$ cat src/rtl/pong_game_ctrl.sv
// Game-flow sequencer for pong: serve/play/point/pause/game-over control,
// miss detection at the screen edges, score keeping and winner flag.
module pong_game_ctrl #(
  parameter int X_MAX        = 639,
  parameter int EDGE         = 2,
  parameter int SERVE_FRAMES = 60,
  parameter int POINT_FRAMES = 90,
  parameter int WIN_SCORE    = 7
) (
  input  logic       clk,
  input  logic       reset,
  input  logic       refresh_tick,
  input  logic       btn_start,
  input  logic [9:0] ball_x_l,
  input  logic [9:0] ball_x_r,
  output logic       ball_en,
  output logic       ball_serve,
  output logic       serve_dir,
  output logic [3:0] score1,
  output logic [3:0] score2,
  output logic       game_over,
  output logic       winner,
  output logic [2:0] state
);

  typedef enum logic [2:0] {
    IDLE      = 3'd0,
    SERVE     = 3'd1,
    PLAY      = 3'd2,
    PAUSE     = 3'd3,
    POINT     = 3'd4,
    GAME_OVER = 3'd5
  } state_t;

  localparam logic [9:0] EDGE_X     = 10'(EDGE);
  localparam logic [9:0] X_LIM      = 10'(X_MAX);
  localparam logic [9:0] R_EDGE     = 10'(X_MAX - EDGE);
  localparam logic [7:0] SERVE_LAST = 8'(SERVE_FRAMES - 1);
  localparam logic [7:0] POINT_LAST = 8'(POINT_FRAMES - 1);
  localparam logic [3:0] WIN        = 4'(WIN_SCORE);

  state_t     state_q, state_d;
  logic [7:0] timer_q, timer_d;
  logic [3:0] score1_d, score2_d;
  logic       dir_d, winner_d, serve_d;

  logic sync_1, sync_2, sync_prev, start_pulse;
  logic miss_left, miss_right;

  // The extra registered stage gives a clean one-cycle start_pulse.
  // NOTE: sequential state uses non-blocking (<=) so every flop samples pre-edge values.
  always_ff @(posedge clk or negedge reset) begin
    if (!reset) begin
      sync_1      <= 1'b0;
      sync_2      <= 1'b0;
      sync_prev   <= 1'b0;
      start_pulse <= 1'b0;
    end else begin
      sync_1      <= btn_start;
      sync_2      <= sync_1;
      sync_prev   <= sync_2;
      start_pulse <= sync_2 & ~sync_prev;
    end
  end

  // A left edge above X_MAX means the ball wrapped below zero.
  assign miss_left  = (ball_x_l <= EDGE_X) || (ball_x_l > X_LIM);
  assign miss_right = !miss_left && (ball_x_r >= R_EDGE) && (ball_x_l <= X_LIM);

  // NOTE: every variable gets a default first so no path can infer a latch.
  always_comb begin
    state_d  = state_q;
    timer_d  = timer_q;
    score1_d = score1;
    score2_d = score2;
    dir_d    = serve_dir;
    winner_d = winner;
    serve_d  = 1'b0;
    case (state_q)
      IDLE, GAME_OVER: begin
        if (start_pulse) begin
          score1_d = 4'd0;
          score2_d = 4'd0;
          dir_d    = 1'b0;
          winner_d = 1'b0;
          timer_d  = 8'd0;
          serve_d  = 1'b1;
          state_d  = SERVE;
        end
      end
      SERVE, POINT: begin
        if (refresh_tick) begin
          if (timer_q == ((state_q == SERVE) ? SERVE_LAST : POINT_LAST)) begin
            timer_d = 8'd0;
            serve_d = (state_q == POINT);
            state_d = (state_q == SERVE) ? PLAY : SERVE;
          end else begin
            timer_d = timer_q + 8'd1;
          end
        end
      end
      PLAY: begin
        if (miss_left) begin
          score1_d = score1 + 4'd1;
          timer_d  = 8'd0;
          if (score1_d == WIN) begin
            winner_d = 1'b0;
            state_d  = GAME_OVER;
          end else begin
            dir_d   = 1'b0;
            state_d = POINT;
          end
        end else if (miss_right) begin
          score2_d = score2 + 4'd1;
          timer_d  = 8'd0;
          if (score2_d == WIN) begin
            winner_d = 1'b1;
            state_d  = GAME_OVER;
          end else begin
            dir_d   = 1'b1;
            state_d = POINT;
          end
        end else if (start_pulse) begin
          timer_d = 8'd0;
          state_d = PAUSE;
        end
      end
      PAUSE: begin
        if (start_pulse) begin
          timer_d = 8'd0;
          state_d = PLAY;
        end
      end
      default: begin
        timer_d = 8'd0;
        state_d = IDLE;
      end
    endcase
  end

  // Outputs are registered from next-state values so they align with state.
  always_ff @(posedge clk or negedge reset) begin
    if (!reset) begin
      state_q    <= IDLE;
      timer_q    <= 8'd0;
      score1     <= 4'd0;
      score2     <= 4'd0;
      serve_dir  <= 1'b0;
      winner     <= 1'b0;
      ball_serve <= 1'b0;
      ball_en    <= 1'b0;
      game_over  <= 1'b0;
    end else begin
      state_q    <= state_d;
      timer_q    <= timer_d;
      score1     <= score1_d;
      score2     <= score2_d;
      serve_dir  <= dir_d;
      winner     <= winner_d;
      ball_serve <= serve_d;
      ball_en    <= (state_d == PLAY);
      game_over  <= (state_d == GAME_OVER);
    end
  end

  assign state = state_q;

endmodule

$ cat config.mk
export PLATFORM = sky130hd
export DESIGN_NAME = pong_game_ctrl
export DESIGN_NICKNAME = d
export VERILOG_FILES = /design/src/rtl/pong_game_ctrl.sv
export SDC_FILE = /design/constraint.sdc
export NUM_CORES = 1
export LEC_CHECK = 0
export ABC_CLOCK_PERIOD_IN_PS = 2300
export BUFFER_PORTS_ARGS = -buffer_cell sky130_fd_sc_hd__buf_2
export CAP_MARGIN = 40
export CORE_MARGIN = 5
export CORE_UTILIZATION = 53
export CTS_CLUSTER_DIAMETER = 200
export CTS_CLUSTER_SIZE = 25
export DETAILED_ROUTE_END_ITERATION = 8
export GPL_TIMING_DRIVEN = 0
export PLACE_DENSITY = 0.79
export SLEW_MARGIN = 20
export SYNTH_ARGS = -nofsm -noshare
export SYNTH_HDL_FRONTEND = slang
export SYNTH_SLANG_ARGS = --single-unit
$ cat constraint.sdc
create_clock -name clk -period 2.3 [get_ports clk]
set_input_delay 0.115 -clock clk [delete_from_list [all_inputs] [get_ports clk]]
set_output_delay 0.115 -clock clk [all_outputs]
set_load 0.05 [all_outputs]
==> results.md, run 1 <==
- Sequential area share after synthesis: 41.2%
- GRT overflow: 0
- Area Overhead vs Synth: 19.0%
- CTS tree: built
- Total Power: 1.80 mW
- GRT Total Usage: 19.1%
- Initial core utilization: 55.7%
- Critical path class: register to register
- Pre-CTS WS: 0.0959 ns
- Vias in the first global route: 1563
- Setup Buffers After CTS: 0
- Die area: 0.00444 mm2
- Post-synth top area share: 41.2%
- Dpl cells: 266
- Slowest CP cell: or4b_2
- RePlAce Congestion: 0.897
- Count of cell types in the netlist: 52
- Min-Delay Endpoint: timer_q[0]
- Layout cells sized above 1: 23.2%
- Status: complete, no violations
- Largest net degree at the start of global routing: 29
- R2R cell count: 5
- EDFF count, synth: 0
- FF-to-FF End: game_over
- Worst path cell trace: nor3b_2 > mux2i_1 > or4b_2 > a21oi_1 > a2bb2oi_1
- Max FO, Critical Path: 6
- Cell taking the most area after synthesis: dfrtp_1
- Buffers on Ports: 39
- Slew Limit Fails: 0
- Synth Register Bits: 28
- Netlist Area Pre-Place: 0.00170 mm2
- Final wirelength: 3910 um
- Post-DRT Antenna Nets: 0
- Clk slew on worst S/H paths: 0.15 ns
- H-Tree Depth: 1
- Die span in x: 66.6 um
- Final Critical Period: 2.02 ns
- Rel. slew slack: 45.6%
- Synthesized netlist cell count: 183
- Final worst-path cycle share: 87.8%
- CTS root buffer: clkbuf_4
- Min-Delay Path Depth: 3
- Syn_area_per_cell: 9.28 um2
- CP max stage delay: 0.66 ns
- Hold Crit Class: input port to register
- Most instantiated library cell after synthesis: dfrtp_1
- Clk buf depth: 2
- Die height: 66.6 um
- Async set-reset flop share out of synthesis: 100%
- Initial antenna violation count: 0
- Row count: 20
- Clock latency on the worst-skew pair: 0.33 ns
- P per Cell Area: 889 mW/mm2
- HP Start: refresh_tick
- Placed wire-length estimate: 2940 um
- Synth top area cells: dfrtp_1, ha_1, a21oi_1
- I/O pin total: 40
- First-pass GRT wire length: 6630 um
- Final WS setup: 0.281 ns
- Antenna cells: 0
- Post-synth top flop: dfrtp_1
- Yosys synthesis warning count: 0
- Nets: 258
- Initial drt markers: 100
- Setup crit end kind: register
- Final Hold Viols: 0
- TritonCTS Sinks: 28
- Peak supply drop: 415 uV
- TritonCTS buffer count: 3
- DR vias/cell: 5.91
- F_max: 0.495 GHz
- Via count: 1607
- Fin Setup TNS: 0 ns
- Max-Cap Viols: 0
- Reg2Reg Setup Slack: 0.28 ns
- Drt pass-1 iters: 5
- Final Setup Violations: 0
- Worst EP arrival: 2.29 ns
- Syn nets: 212
- Critical Path Start Type: register
- Number of remaining DRC errors: 0
- Slew at the pin closest to its max-slew limit: 0.810 ns
- Worst Clk Skew: 0.00225 ns
- Unrepaired setup endpoints after global routing: no
- WP data required: 2.57 ns
- Leakage: 0.928 nW
- Wirelength per Cell: 14.4 um
- Commonest cells post-synth: dfrtp_1, nand2_1, a21oi_1
- Core area: 0.00305 mm2
- Reg2reg start: state[2]
- Final non-filler cell total: 272
==> layout make-up <==
type / instances / area [um2]
Buffer: 6 / 30.0
Clock buffer: 3 / 22.5
Clock inverter: 1 / 30.0
Fill cell: 269 / 1030
Inverter: 6 / 22.5
Multi-Input combinational cell: 143 / 946
Sequential cell: 28 / 701
Tap cell: 44 / 55.1
Timing Repair Buffer: 41 / 215
==> layout by cell type (no fill, tap or decap), types with 4 or more instances in the layout <==
cell,n
inv_1,6
nand3_1,9
nand2_1,16
buf_2,39
o21ai_0,11
clkbuf_1,5
a31oi_1,4
nor2_1,9
nor3_1,4
a21oi_1,12
a211o_1,4
ha_1,5
dfrtp_1,28
==> logic make-up after synthesis <==
family / count (synthesis) / share of synthesized area, %
AND/OR/NAND/NOR: 72 / 24.8
AO/OA/AOI/OAI: 61 / 24.5
flip-flops: 28 / 41.2
buffers and inverters: 12 / 3.09
adder cells (fa/ha/maj): 5 / 3.68
XOR/XNOR: 4 / 2.06
multiplexers: 1 / 0.589
==> power by group <==
group / leakage (nW) / switching, mW / internal [mW] / total (mW)
registers: 0.354 / 0.122 / 0.593 / 0.715
clock network: 0.0279 / 0.148 / 0.176 / 0.324
logic: 0.546 / 0.455 / 0.304 / 0.759
total: 0.928 / 0.725 / 1.07 / 1.80
==> how the worst max path moves through the flow <==
stage / start / to / slack [ns]
after floorplan: state[0] / game_over / 0.12
after global placement: ball_x_l[4] / game_over / 0.12
after detailed placement: ball_x_l[4] / game_over / 0.1
after CTS: state[2] / game_over / 0.27
after global routing: score2[1] / game_over / 0.12
final: state[2] / game_over / 0.28
==> repair_timing <==
action | CTS | global route
hold buffers | 2 | 0
resized for setup | 0 | 0
hold endpoints to repair | 29 | 0
==> worst max-delay path: cells and delay by family (launching register included) <==
| kind | cells | cell delay, ns |
|---|---|---|
| multiplexers | 1 | 0.19 |
| AO/OA/AOI/OAI | 2 | 0.42 |
| AND/OR/NAND/NOR | 2 | 0.87 |
| flip-flops | 1 | 0.47 |
==> sequential cells by signal (all words and copies together), names as in the netlist <==
register	count
state	3
start_pulse	1
sync_prev	1
serve_dir	1
score1	4
sync_1	1
winner	1
sync_2	1
ball_en	1
ball_serve	1
game_over	1
score2	4
timer_q	8
==> stage by stage <==
step	instance area (um2)	utilization, %	hold WS [ns]
6_report	2020	66.2	0.146
5_1_grt	2020	66.2	0.132
4_1_cts	2020	66.2	0.131
3_5_place_dp	1950	63.9	0.165
3_3_place_gp	1950	63.9	0.153
2_1_floorplan	1700	-	-0.181
==> layer usage <==
layer  part of all wire [%]  GRT usage (%)  up-vias
li1                       -              -      787
met1                     45           24.6      776
met2                     49           32.5       39
met3                    5.1           2.70        5
met4                    1.2           6.35        0
met5                      0              0        -
Note: power is estimated with default switching activity, not from simulation.
==> run 2, diff against run 1 <==
--- a/config.mk
+++ b/config.mk
@@ -5,16 +5,17 @@
 export SDC_FILE = /design/constraint.sdc
 export NUM_CORES = 1
 export LEC_CHECK = 0
+export ABC_AREA = 1
 export ABC_CLOCK_PERIOD_IN_PS = 2300
 export BUFFER_PORTS_ARGS = -buffer_cell sky130_fd_sc_hd__buf_2
 export CAP_MARGIN = 40
 export CORE_MARGIN = 5
-export CORE_UTILIZATION = 53
+export CORE_UTILIZATION = 55
 export CTS_CLUSTER_DIAMETER = 200
 export CTS_CLUSTER_SIZE = 25
 export DETAILED_ROUTE_END_ITERATION = 8
 export GPL_TIMING_DRIVEN = 0
-export PLACE_DENSITY = 0.79
+export PLACE_DENSITY = 0.8
 export SLEW_MARGIN = 20
 export SYNTH_ARGS = -nofsm -noshare
 export SYNTH_HDL_FRONTEND = slang
==> results.md, run 2 <==
- Placed wire-length estimate: 3380 um (+15%)
- Synth Area in Compound Gates: 8.28% (-16 points)
- Die height: 70.7 um (+6.1%)
- F_max: 0.595 GHz (+20%)
- Die area: 0.00500 mm2 (+13%)
- Placed instance area: 0.00228 mm2 (+17%)
- Leading cell type in the layout, fill and taps excluded: nand2_1
- Slew Limit Fails: 0 (unchanged)
- FF-to-FF End: game_over
- Post-DRT Antenna Nets: 0 (unchanged)
- Hold Buf Count CTS: 2 (unchanged)
- Largest family of logic cells by synthesized area: simple AND/OR/NAND/NOR gates
- Vias in the first global route: 1785 (+14%)
- Area Overhead vs Synth: 17.1%
- Largest net degree at the start of global routing: 29 (unchanged)
- Largest register by flop count: timer_q
- Hold Crit Class: input port to register
- Status: complete, no violations
- Setup crit end kind: register
- Post-synthesis xor/xnor area fraction: 1.30% (-0.76 points)
- Clock latency on the worst-skew pair: 0.28 ns (-0.05 ns)
- GRT Total Usage: 18.7% (-0.40 points)
- Wirelength per Cell: 12.0 um (-16%)
- Post-synth top flop: dfrtp_1
- CTS root buffer: clkbuf_8
- Cell taking the most area after synthesis: dfrtp_1
- Critical path class: register to register
- TritonCTS buffer count: 3 (unchanged)
- CTS tree: built
- Final non-filler cell total: 382 (+40%)
- Worst path cell trace: ha_1 > or2_1 > nand3_1 > nor2_1 > nand3_4 > nand2_2 > nor2_4 > nand2_1 > nor2_1 > nor2_2
- CP max stage delay: 0.44 ns (-0.22 ns)
- Synth Area in Simple Gates: 44.2% (+19 points)
- Drt pass-1 iters: 4 (-1)
- Critical Path Start Type: register
- Number of remaining DRC errors: 0 (unchanged)
- Fin Setup TNS: 0 ns (unchanged)
- Commonest cells post-synth: nand2_1, nor2_1, inv_1
- DR vias/cell: 5.30 (-10%)
- Unrepaired setup endpoints after global routing: no
- Post-synth top area share: 34.6% (-6.6 points)
- Post-synthesis mux area share: 0% (-0.59 points)
- R2R cell count: 10 (+5)
- Initial drt markers: 106 (+6.0%)
- Async set-reset flop share out of synthesis: 100% (unchanged)
- GRT overflow: 0 (unchanged)
- Initial antenna violation count: 0 (unchanged)
- Leakage: 1.26 nW (+36%)
- Reg2reg start: score1[0]
- Total Power: 2.09 mW (+16%)
- Largest regs: timer_q: 8 flops, score1: 4 flops, score2: 4 flops
- Nets: 364 (+41%)
- Most frequent cells in the layout: nand2_1, buf_2, nor2_1
- Max reg flops: 8 (unchanged)
- Post-Synth Adder-Cell Area: 3.09% (-0.59 points)
- Most frequent cell on the critical path: nor2_1
- H-Tree Depth: 1 (unchanged)
- Syn nets: 318 (+50%)
- Yosys synthesis warning count: 0 (unchanged)
- Buffers on Ports: 39 (unchanged)
- P per Cell Area: 882 mW/mm2 (-0.81%)
- I/O pin total: 40 (unchanged)
- Max-Cap Viols: 0 (unchanged)
- Via count: 2024 (+26%)
- Max FO, Critical Path: 5 (-1)
- RePlAce Congestion: 0.878 (-2.1%)
- Final Setup Violations: 0 (unchanged)
- Rel. slew slack: 56.8% (+11 points)
- Final Critical Period: 1.68 ns (-0.338 ns)
- EDFF count, synth: 0 (unchanged)
- TritonCTS Sinks: 28 (unchanged)
- Slew at the pin closest to its max-slew limit: 0.648 ns (-0.162 ns)
- Most instantiated library cell after synthesis: nand2_1
- Slowest CP cell: dfrtp_1
- Util after Layout: 65.8% (-0.44 points)
- Post-CTS Resized: 0 (unchanged)
- Final Hold Viols: 0 (unchanged)
- Post-layout instance area: 0.00237 mm2 (+17%)
- Final WS setup: 0.620 ns (+0.338 ns)
- Worst Clk Skew: 0.00133 ns (-0.000926 ns)
- WP data required: 2.48 ns (-0.09 ns)
- Core area: 0.00361 mm2 (+18%)
- Dpl cells: 376 (+41%)
- Netlist Area Pre-Place: 0.00203 mm2 (+19%)
- Crit path to: game_over
- Count of cell types in the netlist: 27 (-48%)
- Synthesized netlist cell count: 289 (+58%)
- Sequential area share after synthesis: 34.6% (-6.6 points)
- Setup Buffers After CTS: 0 (unchanged)
- Min Hold Slack: 0.157 ns (+0.0108 ns)
- Layout cells sized above 1: 22.8% (-0.49 points)
- Reg2Reg Setup Slack: 0.62 ns (+0.34 ns)
- Clk buf depth: 2 (unchanged)
- First-pass GRT wire length: 7780 um (+17%)
- Row count: 22 (+10%)
- Antenna cells: 0 (unchanged)
- Worst EP arrival: 1.86 ns (-0.43 ns)
- Pre-CTS WS: 0.645 ns (+0.549 ns)
- Clk slew on worst S/H paths: 0.10 ns (-0.05 ns)
- Synth top area cells: dfrtp_1, nand2_1, nor2_1
- CP Launch Point: score1[0]
- Peak supply drop: 867 uV (+110%)
- Final wirelength: 4590 um (+17%)
- Die span in x: 70.7 um (+6.1%)
- Initial core utilization: 56.2% (+0.52 points)
- Synth Register Bits: 28 (unchanged)
- Final worst-path cycle share: 73.1% (-15 points)
- Syn_area_per_cell: 7.01 um2 (-25%)
==> run 2: kinds of logic after synthesis <==
group / after synthesis
compound gates: 28
xor+xnor: 3
fa+ha+maj: 5
buf+inv: 40
flops: 28
simple gates: 185
==> run 2: power breakdown <==
part	total (mW)	internal [mW]	leakage [nW]	switching, mW
Sequential	0.688	0.582	0.376	0.107
Combinational	1.00	0.304	0.848	0.699
Clock	0.402	0.234	0.0357	0.169
==> run 2: per-layer routing <==
metal  up-vias  part of all wire (%)  GRT usage [%]
met5         -                     0              0
met4         0                   1.9           7.31
met3        10                   6.1           3.13
met2        65                    45           28.5
met1       916                    47           26.4
li1       1033                     -              -
==> run 2: how the worst min path moves through the flow <==
stage          depth (start not counted)    startpoint  slack [ns]          to
2_1_floorplan                          0         reset       -0.18     ball_en
3_3_place_gp                           1         reset        0.17     ball_en
3_5_place_dp                           1         reset        0.18      sync_2
4_1_cts                                3  refresh_tick        0.16  ball_serve
5_1_grt                                3  refresh_tick        0.19  ball_serve
6_report                               3  refresh_tick        0.16  ball_serve
==> run 2: final cells by class <==
class / instances / area (um2)
flip-flops and latches: 28 / 701
inverters: 34 / 128
plain buffers: 6 / 46.3
well taps: 48 / 60.1
fillers: 313 / 1230
clock inverters: 1 / 30.0
repair buffers: 41 / 215
clock buffers: 3 / 41.3
multi-input cells: 221 / 1150
==> run 2: worst max-delay path: cells and delay by family, from the launching register on <==
family | cells | cell delay (ns)
adders and majority gates | 1 | 0.22
DFF | 1 | 0.44
and+or+nand+nor | 9 | 0.92
